`config.mk`:
```
export PLATFORM = sky130hd
export DESIGN_NAME = multicycle_controller_flat
export DESIGN_NICKNAME = d
export VERILOG_FILES = /design/src/rtl/riscv_ctrl_pkg.sv /design/src/rtl/multicycle_controller_if.sv /design/src/rtl/mc_next_state.sv /design/src/rtl/multicycle_controller.sv /design/src/flat_wrapper.sv
export SDC_FILE = /design/constraint.sdc
export NUM_CORES = 1
export LEC_CHECK = 0
export CORE_MARGIN = 2
export CORE_UTILIZATION = 38
export CTS_BUF_LIST = sky130_fd_sc_hd__clkbuf_16
export CTS_CLUSTER_DIAMETER = 50
export DETAILED_ROUTE_END_ITERATION = 16
export PLACE_DENSITY = 0.8
export SETUP_SLACK_MARGIN = 0.05
export SYNTH_ARGS = -nofsm -noshare
export SYNTH_HDL_FRONTEND = slang
export SYNTH_SLANG_ARGS = --single-unit
```
`constraint.sdc`:
```
create_clock -name clk -period 2 [get_ports clk]
set_input_delay 0.2 -clock clk [delete_from_list [all_inputs] [get_ports clk]]
set_output_delay 0.2 -clock clk [all_outputs]
set_load 0.01 [all_outputs]
```
`src/rtl/riscv_ctrl_pkg.sv`:
```
// Shared definitions for the multicycle RV32I controller: opcodes, FSM states,
// datapath mux-select codes and the per-state control word decode.
package riscv_ctrl_pkg;

  localparam logic [6:0] OP_LW  = 7'b0000011;
  localparam logic [6:0] OP_SW  = 7'b0100011;
  localparam logic [6:0] OP_R   = 7'b0110011;
  localparam logic [6:0] OP_I   = 7'b0010011;
  localparam logic [6:0] OP_BEQ = 7'b1100011;
  localparam logic [6:0] OP_JAL = 7'b1101111;
  localparam logic [6:0] OP_LUI = 7'b0110111;

  typedef enum logic [3:0] {
    ST_FETCH, ST_DECODE, ST_MEMADR, ST_MEMREAD, ST_MEMWB, ST_MEMWR, ST_EXER,
    ST_EXEI, ST_EXELUI, ST_ALUWB, ST_BEQ, ST_JAL, ST_TRAP
  } state_t;

  localparam logic [1:0] SRC_A_PC      = 2'b00;
  localparam logic [1:0] SRC_A_OLDPC   = 2'b01;
  localparam logic [1:0] SRC_A_RS1     = 2'b10;
  localparam logic [1:0] SRC_B_RS2     = 2'b00;
  localparam logic [1:0] SRC_B_IMM     = 2'b01;
  localparam logic [1:0] SRC_B_FOUR    = 2'b10;
  localparam logic [1:0] ALU_OP_ADD    = 2'b00;
  localparam logic [1:0] ALU_OP_SUB    = 2'b01;
  localparam logic [1:0] ALU_OP_FUNCT  = 2'b10;
  localparam logic [1:0] ALU_OP_LUI    = 2'b11;
  localparam logic [1:0] IMM_I         = 2'b00;
  localparam logic [1:0] IMM_S         = 2'b01;
  localparam logic [1:0] IMM_B         = 2'b10;
  localparam logic [1:0] IMM_J         = 2'b11;
  localparam logic [1:0] RES_ALUOUT    = 2'b00;
  localparam logic [1:0] RES_DATA      = 2'b01;
  localparam logic [1:0] RES_ALURESULT = 2'b10;

  // fetch: ir_write/pc_write gated by mem_ready; branch: pc_write gated by zero.
  typedef struct packed {
    logic       mem_req;
    logic       mem_write;
    logic       adr_src;
    logic       fetch;
    logic       pc_update;
    logic       branch;
    logic       reg_write;
    logic       illegal;
    logic [1:0] alu_src_a;
    logic [1:0] alu_src_b;
    logic [1:0] alu_op;
    logic [1:0] imm_src;
    logic [1:0] result_src;
  } ctrl_t;

  function automatic ctrl_t ctrl_decode(input state_t st, input logic [6:0] op);
    ctrl_t c;
    c = '0;
    case (st)
      ST_FETCH: begin
        c.mem_req    = 1'b1;
        c.fetch      = 1'b1;
        c.alu_src_a  = SRC_A_PC;
        c.alu_src_b  = SRC_B_FOUR;
        c.alu_op     = ALU_OP_ADD;
        c.result_src = RES_ALURESULT;
      end
      ST_DECODE: begin
        c.alu_src_a = SRC_A_OLDPC;
        c.alu_src_b = SRC_B_IMM;
        c.alu_op    = ALU_OP_ADD;
        c.imm_src   = IMM_B;
      end
      ST_MEMADR: begin
        c.alu_src_a = SRC_A_RS1;
        c.alu_src_b = SRC_B_IMM;
        c.imm_src   = (op == OP_SW) ? IMM_S : IMM_I;
      end
      ST_MEMREAD: begin
        c.mem_req = 1'b1;
        c.adr_src = 1'b1;
      end
      ST_MEMWB: begin
        c.result_src = RES_DATA;
        c.reg_write  = 1'b1;
      end
      ST_MEMWR: begin
        c.mem_req   = 1'b1;
        c.mem_write = 1'b1;
        c.adr_src   = 1'b1;
      end
      ST_EXER: begin
        c.alu_src_a = SRC_A_RS1;
        c.alu_src_b = SRC_B_RS2;
        c.alu_op    = ALU_OP_FUNCT;
      end
      ST_EXEI: begin
        c.alu_src_a = SRC_A_RS1;
        c.alu_src_b = SRC_B_IMM;
        c.alu_op    = ALU_OP_FUNCT;
        c.imm_src   = IMM_I;
      end
      ST_EXELUI: begin
        c.alu_src_b = SRC_B_IMM;
        c.alu_op    = ALU_OP_LUI;
      end
      ST_ALUWB: begin
        c.result_src = RES_ALUOUT;
        c.reg_write  = 1'b1;
      end
      ST_BEQ: begin
        c.alu_src_a  = SRC_A_RS1;
        c.alu_src_b  = SRC_B_RS2;
        c.alu_op     = ALU_OP_SUB;
        c.result_src = RES_ALUOUT;
        c.branch     = 1'b1;
      end
      ST_JAL: begin
        c.alu_src_a  = SRC_A_OLDPC;
        c.alu_src_b  = SRC_B_FOUR;
        c.alu_op     = ALU_OP_ADD;
        c.result_src = RES_ALUOUT;
        c.pc_update  = 1'b1;
        c.imm_src    = IMM_J;
      end
      ST_TRAP:  c.illegal = 1'b1;
      default:  c = '0;
    endcase
    return c;
  endfunction

endpackage

```
`src/rtl/multicycle_controller_if.sv`:
```
// Controller <-> datapath bundle: decode inputs, memory handshake, mux selects,
// enables and performance counters (counters live only with MC_CTRL_PERF_EN).
interface multicycle_controller_if #(
  parameter int CNT_W = 32
);
  logic [6:0]       op;
  logic             zero;
  logic             mem_ready;
  logic             mem_req;
  logic             mem_write;
  logic             adr_src;
  logic             ir_write;
  logic             pc_write;
  logic             reg_write;
  logic [1:0]       alu_src_a;
  logic [1:0]       alu_src_b;
  logic [1:0]       alu_op;
  logic [1:0]       imm_src;
  logic [1:0]       result_src;
  logic             illegal_op;
  logic [CNT_W-1:0] cycle_cnt;
  logic [CNT_W-1:0] instret_cnt;

  modport master (
    input  op, zero, mem_ready,
    output mem_req, mem_write, adr_src, ir_write, pc_write, reg_write,
           alu_src_a, alu_src_b, alu_op, imm_src, result_src, illegal_op,
           cycle_cnt, instret_cnt
  );

  modport slave (
    output op, zero, mem_ready,
    input  mem_req, mem_write, adr_src, ir_write, pc_write, reg_write,
           alu_src_a, alu_src_b, alu_op, imm_src, result_src, illegal_op,
           cycle_cnt, instret_cnt
  );
endinterface

```
`src/rtl/mc_next_state.sv`:
```
// Combinational next-state logic for the multicycle controller FSM.
module mc_next_state
  import riscv_ctrl_pkg::*;
(
  input  state_t     state,
  input  logic [6:0] op,
  input  logic       mem_ready,
  output state_t     next_state
);

  // NOTE: defaulting every always_comb output first keeps any path from
  // inferring a latch.
  always_comb begin
    next_state = state;
    case (state)
      ST_FETCH:   next_state = mem_ready ? ST_DECODE : ST_FETCH;
      ST_DECODE: begin
        case (op)
          OP_LW, OP_SW: next_state = ST_MEMADR;
          OP_R:         next_state = ST_EXER;
          OP_I:         next_state = ST_EXEI;
          OP_LUI:       next_state = ST_EXELUI;
          OP_BEQ:       next_state = ST_BEQ;
          OP_JAL:       next_state = ST_JAL;
          default:      next_state = ST_TRAP;
        endcase
      end
      ST_MEMADR:  next_state = (op == OP_SW) ? ST_MEMWR : ST_MEMREAD;
      ST_MEMREAD: next_state = mem_ready ? ST_MEMWB : ST_MEMREAD;
      ST_MEMWB:   next_state = ST_FETCH;
      ST_MEMWR:   next_state = mem_ready ? ST_FETCH : ST_MEMWR;
      ST_EXER, ST_EXEI, ST_EXELUI, ST_JAL: next_state = ST_ALUWB;
      ST_ALUWB:   next_state = ST_FETCH;
      ST_BEQ:     next_state = ST_FETCH;
      ST_TRAP:    next_state = ST_TRAP;
      default:    next_state = ST_TRAP;
    endcase
  end

endmodule

```
`src/rtl/multicycle_controller.sv`:
```
// Moore FSM sequencing the shared-memory multicycle RV32I datapath.
// Optional performance counters are built when MC_CTRL_PERF_EN is defined.
module multicycle_controller
  import riscv_ctrl_pkg::*;
#(
  parameter int CNT_W = 32
) (
  input logic                     clk,
  input logic                     reset,
  multicycle_controller_if.master bus
);

  state_t state_q, state_d;
  ctrl_t  ctrl_q, ctrl_d;

  mc_next_state u_next_state (
    .state      (state_q),
    .op         (bus.op),
    .mem_ready  (bus.mem_ready),
    .next_state (state_d)
  );

  // The control word is decoded from the next state so it registers alongside it.
  always_comb ctrl_d = ctrl_decode(state_d, bus.op);

  // NOTE: sequential state uses non-blocking assignments so every flop samples
  // pre-edge values regardless of statement order.
  always_ff @(posedge clk) begin
    if (reset) begin
      state_q <= ST_FETCH;
      ctrl_q  <= ctrl_decode(ST_FETCH, bus.op);
    end else begin
      state_q <= state_d;
      ctrl_q  <= ctrl_d;
    end
  end

`ifdef MC_CTRL_PERF_EN
  logic [CNT_W-1:0] cycle_q, cycle_d, instret_q, instret_d;
  logic             retire;

  always_comb begin
    retire = (state_q == ST_MEMWB) || (state_q == ST_ALUWB) ||
             (state_q == ST_BEQ) || ((state_q == ST_MEMWR) && bus.mem_ready);
    cycle_d   = cycle_q;
    instret_d = instret_q;
    if (state_q != ST_TRAP) begin
      cycle_d = cycle_q + CNT_W'(1);
      if (retire) instret_d = instret_q + CNT_W'(1);
    end
  end

  always_ff @(posedge clk) begin
    if (reset) begin
      cycle_q   <= '0;
      instret_q <= '0;
    end else begin
      cycle_q   <= cycle_d;
      instret_q <= instret_d;
    end
  end
`endif

  // Reset forces every output low combinationally, even mid-access.
  always_comb begin
    bus.mem_req     = 1'b0;
    bus.mem_write   = 1'b0;
    bus.adr_src     = 1'b0;
    bus.ir_write    = 1'b0;
    bus.pc_write    = 1'b0;
    bus.reg_write   = 1'b0;
    bus.alu_src_a   = 2'b00;
    bus.alu_src_b   = 2'b00;
    bus.alu_op      = 2'b00;
    bus.imm_src     = 2'b00;
    bus.result_src  = 2'b00;
    bus.illegal_op  = 1'b0;
    bus.cycle_cnt   = {CNT_W{1'b0}};
    bus.instret_cnt = {CNT_W{1'b0}};
    if (!reset) begin
      bus.mem_req    = ctrl_q.mem_req;
      bus.mem_write  = ctrl_q.mem_write;
      bus.adr_src    = ctrl_q.adr_src;
      bus.ir_write   = ctrl_q.fetch & bus.mem_ready;
      bus.pc_write   = (ctrl_q.fetch & bus.mem_ready) | ctrl_q.pc_update |
                       (ctrl_q.branch & bus.zero);
      bus.reg_write  = ctrl_q.reg_write;
      bus.alu_src_a  = ctrl_q.alu_src_a;
      bus.alu_src_b  = ctrl_q.alu_src_b;
      bus.alu_op     = ctrl_q.alu_op;
      bus.imm_src    = ctrl_q.imm_src;
      bus.result_src = ctrl_q.result_src;
      bus.illegal_op = ctrl_q.illegal;
`ifdef MC_CTRL_PERF_EN
      bus.cycle_cnt   = cycle_q;
      bus.instret_cnt = instret_q;
`endif
    end
  end

endmodule

```
`src/flat_wrapper.sv`:
```
// flat-port wrapper written by rule: the top's interface ports become plain ports
module multicycle_controller_flat import riscv_ctrl_pkg::*;
#(
  parameter int CNT_W = 32
)
  (clk, reset, bus_op, bus_zero, bus_mem_ready, bus_mem_req, bus_mem_write, bus_adr_src, bus_ir_write, bus_pc_write, bus_reg_write, bus_alu_src_a, bus_alu_src_b, bus_alu_op, bus_imm_src, bus_result_src, bus_illegal_op, bus_cycle_cnt, bus_instret_cnt);
  multicycle_controller_if #(.CNT_W(CNT_W)) bus_i ();
  input logic clk;
  input logic reset;
  input wire logic [$bits(bus_i.op)-1:0] bus_op;
  input wire logic [$bits(bus_i.zero)-1:0] bus_zero;
  input wire logic [$bits(bus_i.mem_ready)-1:0] bus_mem_ready;
  output wire logic [$bits(bus_i.mem_req)-1:0] bus_mem_req;
  output wire logic [$bits(bus_i.mem_write)-1:0] bus_mem_write;
  output wire logic [$bits(bus_i.adr_src)-1:0] bus_adr_src;
  output wire logic [$bits(bus_i.ir_write)-1:0] bus_ir_write;
  output wire logic [$bits(bus_i.pc_write)-1:0] bus_pc_write;
  output wire logic [$bits(bus_i.reg_write)-1:0] bus_reg_write;
  output wire logic [$bits(bus_i.alu_src_a)-1:0] bus_alu_src_a;
  output wire logic [$bits(bus_i.alu_src_b)-1:0] bus_alu_src_b;
  output wire logic [$bits(bus_i.alu_op)-1:0] bus_alu_op;
  output wire logic [$bits(bus_i.imm_src)-1:0] bus_imm_src;
  output wire logic [$bits(bus_i.result_src)-1:0] bus_result_src;
  output wire logic [$bits(bus_i.illegal_op)-1:0] bus_illegal_op;
  output wire logic [$bits(bus_i.cycle_cnt)-1:0] bus_cycle_cnt;
  output wire logic [$bits(bus_i.instret_cnt)-1:0] bus_instret_cnt;
  assign bus_i.op = bus_op;
  assign bus_i.zero = bus_zero;
  assign bus_i.mem_ready = bus_mem_ready;
  assign bus_mem_req = bus_i.mem_req;
  assign bus_mem_write = bus_i.mem_write;
  assign bus_adr_src = bus_i.adr_src;
  assign bus_ir_write = bus_i.ir_write;
  assign bus_pc_write = bus_i.pc_write;
  assign bus_reg_write = bus_i.reg_write;
  assign bus_alu_src_a = bus_i.alu_src_a;
  assign bus_alu_src_b = bus_i.alu_src_b;
  assign bus_alu_op = bus_i.alu_op;
  assign bus_imm_src = bus_i.imm_src;
  assign bus_result_src = bus_i.result_src;
  assign bus_illegal_op = bus_i.illegal_op;
  assign bus_cycle_cnt = bus_i.cycle_cnt;
  assign bus_instret_cnt = bus_i.instret_cnt;
  multicycle_controller #(.CNT_W(CNT_W)) u_core (.clk(clk), .reset(reset), .bus(bus_i));
endmodule
```
==> out/summary.txt, run 1 <==
Initial cell density of the core: 0.397
Final Hold Fails: 0
Area post-placement: 0.00180 mm^2
Die extent in y: 68.9 um
Routability cong.: 0.792
Final nets: 255
Hold Slack: 0.479 ns
Top delay family on crit path: simple AND/OR/NAND/NOR gates
Port bufs: 27
Cts hold-fix bufs: 0
Via density: 4.47
Wire per inst: 10.7 um
Post-synth top flop: dfxtp_1
Number of I/O pins: 92
Clock root cell: clkbuf_16
Mapped cell area: 0.00160 mm^2
Fillers: 365
Largest net degree at the start of global routing: 30
Buffers from clock root to sink, at most: 2
FF-to-FF Start: u_core.state_q[1]
Antenna Nets Post-Route: 0
Fmax: 508 MHz
# rows: 23
H-tree depth: 1
Post-Syn Instances: 195
CTS tree: yes
Netlist cell types: 49
Stages on the worst setup path: 7
Peak supply drop: 0.000291 V
Post-route setup TNS: 0 ns
Critical Path Sink Type: flip-flop
Synthesis Warnings: 0
CTS Sinks: 21
Seq/Total Area, Yosys: 0.263
Clk_lat worst skew: 0.25 ns
Flops & latches, synth: 21
Global route hottest layer: met2
Setup crit end: u_core.ctrl_q[16]
Pins Over Slew Limit: 0
DR pass1 iterations: 4
Global-route met1 utilization: 0.130
Ant diodes: 0
Post-layout instance area: 0.00200 mm^2
GRT Total Usage: 0.115
Critical Path Max Stage Delay: 0.50 ns
Worst slack, placed: -0.270 ns
Final Critical Period: 1.97 ns
CTS Buf Count: 3
Via count: 1,311
Die span in x: 68.9 um
Synth area leader: buf_4
Final wirelength: 3130 um
Hold Path Depth: 4
HPWL Detailed: 2170 um
Synth area leaders: buf_4 30%, dfxtp_1 26%, nor2b_1 6.3%, nor2_1 2.8%, nand2_1 1.6%
Critical-path cell list: clkdlybuf4s50_1 -> nor4bb_4 -> nand3b_1 -> o21ba_4 -> o21a_1 -> buf_4 -> nor4_1
# setup viols final: 0
Vias in the first global route: 984
Crit share post-route: 0.984
Share of cells above drive strength 1: 0.202
Crit path launch type: primary input
Full die area: 0.00475 mm^2
CP max FO: 11
MaxCap Viol Count: 0
Reg2Reg Capture Point: u_core.ctrl_q[3]
Status: finished clean
Global-route wire length before repair: 4110 um
CP Launch Point: bus_op[1]
Async SR Flop Fraction: 0
Area delta synth->final: 25.3%
Post-synthesis area per instance: 8.21 um^2
Critical path class: in -> reg
R2r setup slk: 0.09 ns
Clock Pin Slew Worst Setup and Hold Paths: 0.05 ns
Initial antenna violation count: 0
Post-synth EDFFs: 0
Hold Crit Class: in -> reg
Final worst setup slack: 0.0315 ns
Grt met2 use: 0.202
CP bufs+invs: 2
Met3 GRT Util: 0.0244
DRC Markers: 0
Core area: 0.00403 mm^2
Yosys top cell area share: 0.305
Slowest CP cell: clkdlybuf4s50_1
Leakage: 0.921 nW
Setup Skew: 0.00168 ns
Critical Path AT: 2.11 ns
Gr ovfl total: 0
RSZ-0062 raised after global routing: yes
PD cells: 642 mW/mm^2
FF-to-FF path depth: 6
Starting DRT DRC Count: 72
Required time of the critical path: 2.14 ns
## power breakdown
part / internal [mW] / switching, mW / leakage [nW]
sequential: 0.456 / 0.0182 / 0.172
combinational: 0.179 / 0.227 / 0.707
clock: 0.266 / 0.141 / 0.0423
## worst register-to-register path, cell delays in order (launching register included)
cell and delay [ns]:
dfxtp_1 0.49, nor3b_1 0.10, a31o_1 0.20, a32o_1 0.21, a211oi_2 0.29, or3b_4 0.44, a21oi_1 0.12
## area by class of cell
| cell class | instances | area [um^2] | share of cell area |
|---|---|---|---|
| sequential | 21 | 420 | 0.210 |
| clock inverter | 1 | 3.75 | 0.00187 |
| clock buffer | 3 | 75.1 | 0.0375 |
| multi-input combinational | 163 | 958 | 0.478 |
| timing repair buffer | 52 | 473 | 0.236 |
| inverter | 3 | 11.3 | 0.00562 |
| tap | 50 | 62.6 | 0.0312 |
## layer usage
layer  part of all wire  vias up  wire length (um)
met5                  0        -                 0
met4              0.029        0                92
met3              0.080       12               249
met2               0.50       80              1580
met1               0.39      592              1210
li1                   -      627                 -
## how the worst min path moves through the flow
stage	slack, ns	from	to
2_1_floorplan	0.40	bus_op[4]	u_core.ctrl_q[2]
3_3_place_gp	0.89	u_core.state_q[1]	u_core.ctrl_q[13]
3_5_place_dp	0.89	u_core.state_q[1]	u_core.ctrl_q[13]
4_1_cts	0.78	bus_op[0]	u_core.ctrl_q[7]
5_1_grt	0.51	bus_op[0]	u_core.ctrl_q[7]
6_report	0.48	bus_op[0]	u_core.ctrl_q[7]
## metrics by stage
stage          power [mW]  utilization  cells
6_report             1.29        0.498    293
5_1_grt              1.35        0.498    293
4_1_cts              1.25        0.469    287
3_5_place_dp        0.844        0.447    283
3_3_place_gp        0.839        0.447    283
2_1_floorplan       0.795            -    258
## state kept, by name, summed over array words and instances, names as in the netlist
name / flops
u_core.state_q: 4
u_core.ctrl_q: 17
## cells by family (layout without fill, tap and decap cells)
logic type,count (synthesis),in the layout,synth area share
buf+inv,74,59,0.328
other cells,1,64,0.00234
flops,21,21,0.263
xor+xnor,1,1,0.00547
compound gates,32,32,0.152
simple gates,66,66,0.250
## cells in the final DEF (no fill, tap or decap), types with 3 or more instances in the layout
cell	netlist	layout
dfxtp_1	21	21
o21ai_1	3	3
conb_1	1	64
nand3b_1	3	3
dlymetal6s2s_1	0	6
nor3_1	4	3
a21oi_1	5	3
inv_1	3	4
nor2_1	12	9
clkbuf_16	0	3
nand2b_1	4	4
nand4_1	3	3
nand2_1	7	4
nand2_2	0	3
nor2b_1	16	16
clkdlybuf4s50_1	0	21
nand3_1	4	3
nor2_2	0	3
buf_4	65	25
## Yosys cell counts, types with 3 or more instances
cell type,instances
nand3b_1,3
nand3_1,4
nor2b_1,16
inv_1,3
o21ai_1,3
nor2_1,12
clkbuf_1,3
buf_4,65
a21oi_1,5
dfxtp_1,21
nor3_1,4
nand2_1,7
nand2b_1,4
nand4_1,3
## repair_timing
action | in CTS | in global routing
cloned | 0 | 1
pin swaps | 0 | 6
endpoints found under the setup margin | 3 | 16
buffers inserted | 0 | 5
endpoints found under the hold margin | 0 | 0
resized for setup | 2 | 23
No activity file was read; power rests on OpenSTA's default activity.
==> run 2, diff against run 1 <==
--- a/config.mk
+++ b/config.mk
@@ -5,13 +5,14 @@
 export SDC_FILE = /design/constraint.sdc
 export NUM_CORES = 1
 export LEC_CHECK = 0
+export ABC_CLOCK_PERIOD_IN_PS = 2000
 export CORE_MARGIN = 2
 export CORE_UTILIZATION = 38
 export CTS_BUF_LIST = sky130_fd_sc_hd__clkbuf_16
 export CTS_CLUSTER_DIAMETER = 50
 export DETAILED_ROUTE_END_ITERATION = 16
 export PLACE_DENSITY = 0.8
-export SETUP_SLACK_MARGIN = 0.05
+export SETUP_SLACK_MARGIN = 0.15
 export SYNTH_ARGS = -nofsm -noshare
 export SYNTH_HDL_FRONTEND = slang
 export SYNTH_SLANG_ARGS = --single-unit
==> run 2 against run 1 <==
  * Hold slack improved by 0.12 ns
  * First-iteration DRC count decreased by 28%
  * Largest cell class unchanged
  * Global-route usage grew 1.2 points
  * Die area stayed put
  * Clock power barely moved
  * Register-to-register slack improved by 0.09 ns
==> out/summary.txt, run 2 (synthesis results as in run 1) <==
Final wirelength: 3140 um
Wire per inst: 10.8 um
Via density: 4.49
Ant diodes: 0
Via count: 1,308
Commonest non-fill, non-tap cell in the layout: conb_1
Final Hold Fails: 0
Area delta synth->final: 24.4%
Crit path launch type: flip-flop
Hold Crit Class: in -> reg
Critical path class: reg -> reg
DRC Markers: 0
Fmax: 549 MHz
Largest registers: u_core.ctrl_q: 17 flops, u_core.state_q: 4 flops
Hold Slack: 0.599 ns
CP max FO: 8
CTS tree: yes
RSZ-0062 raised after global routing: no
Final nets: 253
Largest net degree at the start of global routing: 30
Routability cong.: 0.792
PD cells: 646 mW/mm^2
Critical Path Max Stage Delay: 0.36 ns
Core area: 0.00403 mm^2
Critical Path AT: 1.97 ns
Vias in the first global route: 1,041
CTS Sinks: 21
# setup viols final: 0
Critical Path Sink Type: flip-flop
Status: finished clean
Crit share post-route: 0.910
Initial cell density of the core: 0.397
Pins Over Slew Limit: 0
Port bufs: 27
H-tree depth: 1
Max reg flops: 17
CTS Buf Count: 3
Clock root cell: clkbuf_16
Slowest CP cell: dfxtp_4
Die span in x: 68.9 um
Antenna Nets Post-Route: 0
Most frequent cells in the layout: 64 x conb_1, 21 x buf_4, 18 x clkdlybuf4s50_1, 18 x dfxtp_1, 16 x nor2b_1
Number of I/O pins: 92
Cells after DPL: 283
Buffers from clock root to sink, at most: 2
Largest Register: u_core.ctrl_q
HPWL Detailed: 2170 um
Fillers: 366
Share of cells above drive strength 1: 0.199
DR pass1 iterations: 4
Setup Skew: 0.00136 ns
Die extent in y: 68.9 um
Initial antenna violation count: 0
Starting DRT DRC Count: 52
Critical-path cell list: nor2_4 -> nand3_4 -> a31oi_1 -> a211oi_4 -> buf_6 -> buf_4 -> nand2b_1 -> nor4_2
R2r setup slk: 0.18 ns
Full die area: 0.00475 mm^2
GRT Total Usage: 0.127
Required time of the critical path: 2.15 ns
Final Critical Period: 1.82 ns
Cts hold-fix bufs: 0
Global-route wire length before repair: 4460 um
Post-route setup TNS: 0 ns
Cell Count, Final, Fillers Out: 291
Clk_lat worst skew: 0.25 ns
Peak supply drop: 0.000282 V
# rows: 23
Gr ovfl total: 0
Final core utilization: 0.494
MaxCap Viol Count: 0
Leakage: 0.904 nW
Clock Pin Slew Worst Setup and Hold Paths: 0.05 ns
==> run 2: changes by cell type in the layout (fill, tap and decap cells not counted), sizes merged <==
| cell | delta |
|---|---|
| buf | -2 |
| dlygate4sd2 | +8 |
| clkdlybuf4s50 | -3 |
| dlymetal6s2s | -5 |
==> run 2: routing by layer <==
| layer | up-vias | part of all wire | wire [um] | global-route usage |
|---|---|---|---|---|
| met3 | 13 | 0.083 | 262 | 0.0260 |
| li1 | 626 | - | - | - |
| met4 | 0 | 0.031 | 99 | 0.0833 |
| met1 | 584 | 0.38 | 1180 | 0.135 |
| met2 | 85 | 0.51 | 1600 | 0.225 |
| met5 | - | 0 | 0 | 0 |
==> run 2: power by group <==
group	leakage, nW	internal (mW)	total [mW]	switching, mW
clock network	0.0423	0.266	0.405	0.139
logic	0.688	0.177	0.404	0.227
registers	0.173	0.457	0.478	0.0205
total	0.904	0.900	1.29	0.387
==> run 2: worst paths after layout <==
check	start	to	depth (start not counted)
worst max-delay path	u_core.state_q[2]	u_core.ctrl_q[16]	8
worst min-delay path	bus_op[0]	u_core.ctrl_q[7]	4
worst max register to register	u_core.state_q[2]	u_core.ctrl_q[16]	8
worst min register to register	u_core.state_q[0]	u_core.ctrl_q[7]	3
==> run 2: cell type report <==
class	count	area (um^2)	area share
tap	50	62.6	0.0314
inverter	3	11.3	0.00566
sequential	21	427	0.214
timing repair buffer	50	437	0.219
clock inverter	1	3.75	0.00189
clock buffer	3	75.1	0.0377
multi-input combinational	163	975	0.490
==> run 2: what timing repair did <==
item / CTS / global route
cloned: 1 / 0
resized for setup: 21 / 12
setup endpoints to repair: 17 / 14
buffers inserted: 3 / 0
pin swaps: 6 / 4
==> run 2: worst max-delay path: cells and delay by family, from the launching register on <==
kind | cells | cell delay [ns]
buffers and inverters | 2 | 0.28
flip-flops | 1 | 0.36
AND/OR/NAND/NOR | 4 | 0.67
AO/OA/AOI/OAI | 2 | 0.40
==> run 2: per-stage QoR <==
stage,cell area (um^2),setup WS [ns],power [mW]
finish,1990,0.180,1.29
global route,1990,0.121,1.35
CTS,1950,0.157,1.27
detailed placement,1800,-0.270,0.844
global placement,1800,-0.192,0.839
floorplan,1840,0.271,0.795
==> run 3, diff against run 2 <==
==> constraint.sdc (replaced) <==
create_clock -name clk -period 2 [get_ports clk]
set_input_delay 0.2 -clock clk [delete_from_list [all_inputs] [get_ports clk]]
set_output_delay 0.2 -clock clk [all_outputs]
set_load 0.05 [all_outputs]
==> run 3 against run 2 <==
  * Register-to-register slack better by 0.03 ns
  * Power is 25% higher
  * Hold slack worse by 0.080 ns
  * Critical endpoint is now u_core.ctrl_q[8]
==> out/summary.txt, run 3 (synthesis results as in run 1) <==
Pins Over Slew Limit: 0
Buffers from clock root to sink, at most: 2
Full die area: 0.00475 mm^2
Initial cell density of the core: 0.397
Largest Register: u_core.ctrl_q
Cts hold-fix bufs: 0
Die span in x: 68.9 um
PD cells: 749 mW/mm^2
CP bufs+invs: 0
Clock root cell: clkbuf_16
Total power: 1.61 mW
Number of I/O pins: 92
Via density: 4.51
Final nets: 252
Required time of the critical path: 2.18 ns
Global-route wire length before repair: 4730 um
Register share of total power: 0.296
Antenna Nets Post-Route: 0
Final core utilization: 0.533
Critical Path AT: 1.97 ns
Area post-placement: 0.00196 mm^2
Routability cong.: 0.780
Hold Crit Class: in -> reg
HPWL Detailed: 2270 um
Commonest non-fill, non-tap cell in the layout: conb_1
Critical-path cell list: nand3b_1 -> o31ai_1 -> a32o_2 -> a211oi_4 -> or3b_4 -> a21oi_2
MaxCap Viol Count: 0
Int Pwr: 0.937 mW
Critical Path Max Stage Delay: 0.45 ns
Leakage: 0.973 nW
Area delta synth->final: 34.2%
# rows: 23
Starting DRT DRC Count: 42
Slowest CP cell: or3b_4
Clock share of power: 0.253
Core area: 0.00403 mm^2
Die extent in y: 68.9 um
Vias in the first global route: 1,071
Ant diodes: 0
CTS tree: yes
Wire per inst: 11.0 um
Clk_lat worst skew: 0.25 ns
CTS Buf Count: 3
Crit share post-route: 0.893
CP max FO: 9
GRT Total Usage: 0.133
Port bufs: 27
Fmax: 560 MHz
NetSw: 0.672 mW
Setup Skew: 0.00374 ns
DR pass1 iterations: 4
Peak supply drop: 0.000298 V
# setup viols final: 0
Top delay family on crit path: compound AO/OA/AOI/OAI gates
H-tree depth: 1
Combinational Power Share: 0.451
Via count: 1,308
Switching Fraction: 0.418
Gr ovfl total: 0
Largest registers: u_core.ctrl_q: 17 flops, u_core.state_q: 4 flops
Critical path class: reg -> reg
Most frequent cells in the layout: 64 x conb_1, 22 x buf_4, 17 x dfxtp_1
DRC Markers: 0
Critical Path Sink Type: flip-flop
Initial antenna violation count: 0
CTS Sinks: 21
Final Critical Period: 1.79 ns
RSZ-0062 raised after global routing: no
Final wirelength: 3200 um
Crit path launch type: flip-flop
Final Hold Fails: 0
Largest net degree at the start of global routing: 29
Max reg flops: 17
Status: finished clean
Share of cells above drive strength 1: 0.300
Clock Pin Slew Worst Setup and Hold Paths: 0.06 ns
Post-layout instance area: 0.00215 mm^2
==> run 3: cell types whose count changed in the layout (fill, tap and decap cells not counted), moves of 2 or more <==
cell	before	now
nor2_2	1	3
buf_12	0	16
clkdlybuf4s50_1	18	2
clkdlybuf4s15_1	0	2
a21oi_1	5	3
dlygate4sd2_1	8	5
a21oi_2	0	2
==> run 3: tightest hold or removal path, cell delays in order <==
cell             delay, ns
clkdlybuf4s15_1       0.19
nand2_2               0.11
or3_1                 0.13
o211ai_1              0.08
==> run 3: final cells by class <==
cell class / count / area (um^2)
Clock buffer: 3 / 75.1
Sequential cell: 21 / 430
Clock inverter: 1 / 3.75
Multi-Input combinational cell: 163 / 985
Inverter: 3 / 11.3
Fill cell: 365 / 1880
Tap cell: 50 / 62.6
Timing Repair Buffer: 49 / 579
==> run 3: per-stage QoR <==
stage	cells	worst slack (ns)	hold slack (ns)	TNS, ns
global route	290	0.138	0.549	0
CTS	289	0.173	0.564	0
detailed placement	283	-0.204	0.760	-2.37
finish	290	0.214	0.520	0
global placement	283	-0.205	0.760	-1.68
floorplan	258	0.271	0.402	0
==> run 3: timing repair <==
item                                    CTS  global route
resized for setup                        27            10
buffers inserted                          1             1
endpoints found under the setup margin   15            15
gates cloned                              1             0
pin swaps                                 7             5
==> run 3: routing by layer <==
metal | track usage | up-vias | wire (um)
met1 | 0.156 | 609 | 1220
li1 | - | 620 | -
met2 | 0.242 | 71 | 1670
met4 | 0.0490 | 0 | 49
met3 | 0.0244 | 8 | 252
met5 | 0 | - | 0
==> run 3: power by group through the flow <==
stage	sequential [mW]	clock [mW]	combinational (mW)
after floorplan	0.473	0	0.602
after global placement	0.483	0	0.682
after detailed placement	0.484	0	0.688
after CTS	0.477	0.411	0.708
after global routing	0.481	0.433	0.768
final	0.476	0.407	0.725
==> run 3: worst paths after layout <==
path,start,to,slack [ns],cells after the start
hold reg to reg,u_core.state_q[1],u_core.ctrl_q[12],0.85,3
setup reg to reg,u_core.state_q[1],u_core.ctrl_q[8],0.21,6
setup / recovery,u_core.state_q[1],u_core.ctrl_q[8],0.21,6
hold / removal,bus_op[0],u_core.ctrl_q[7],0.52,4
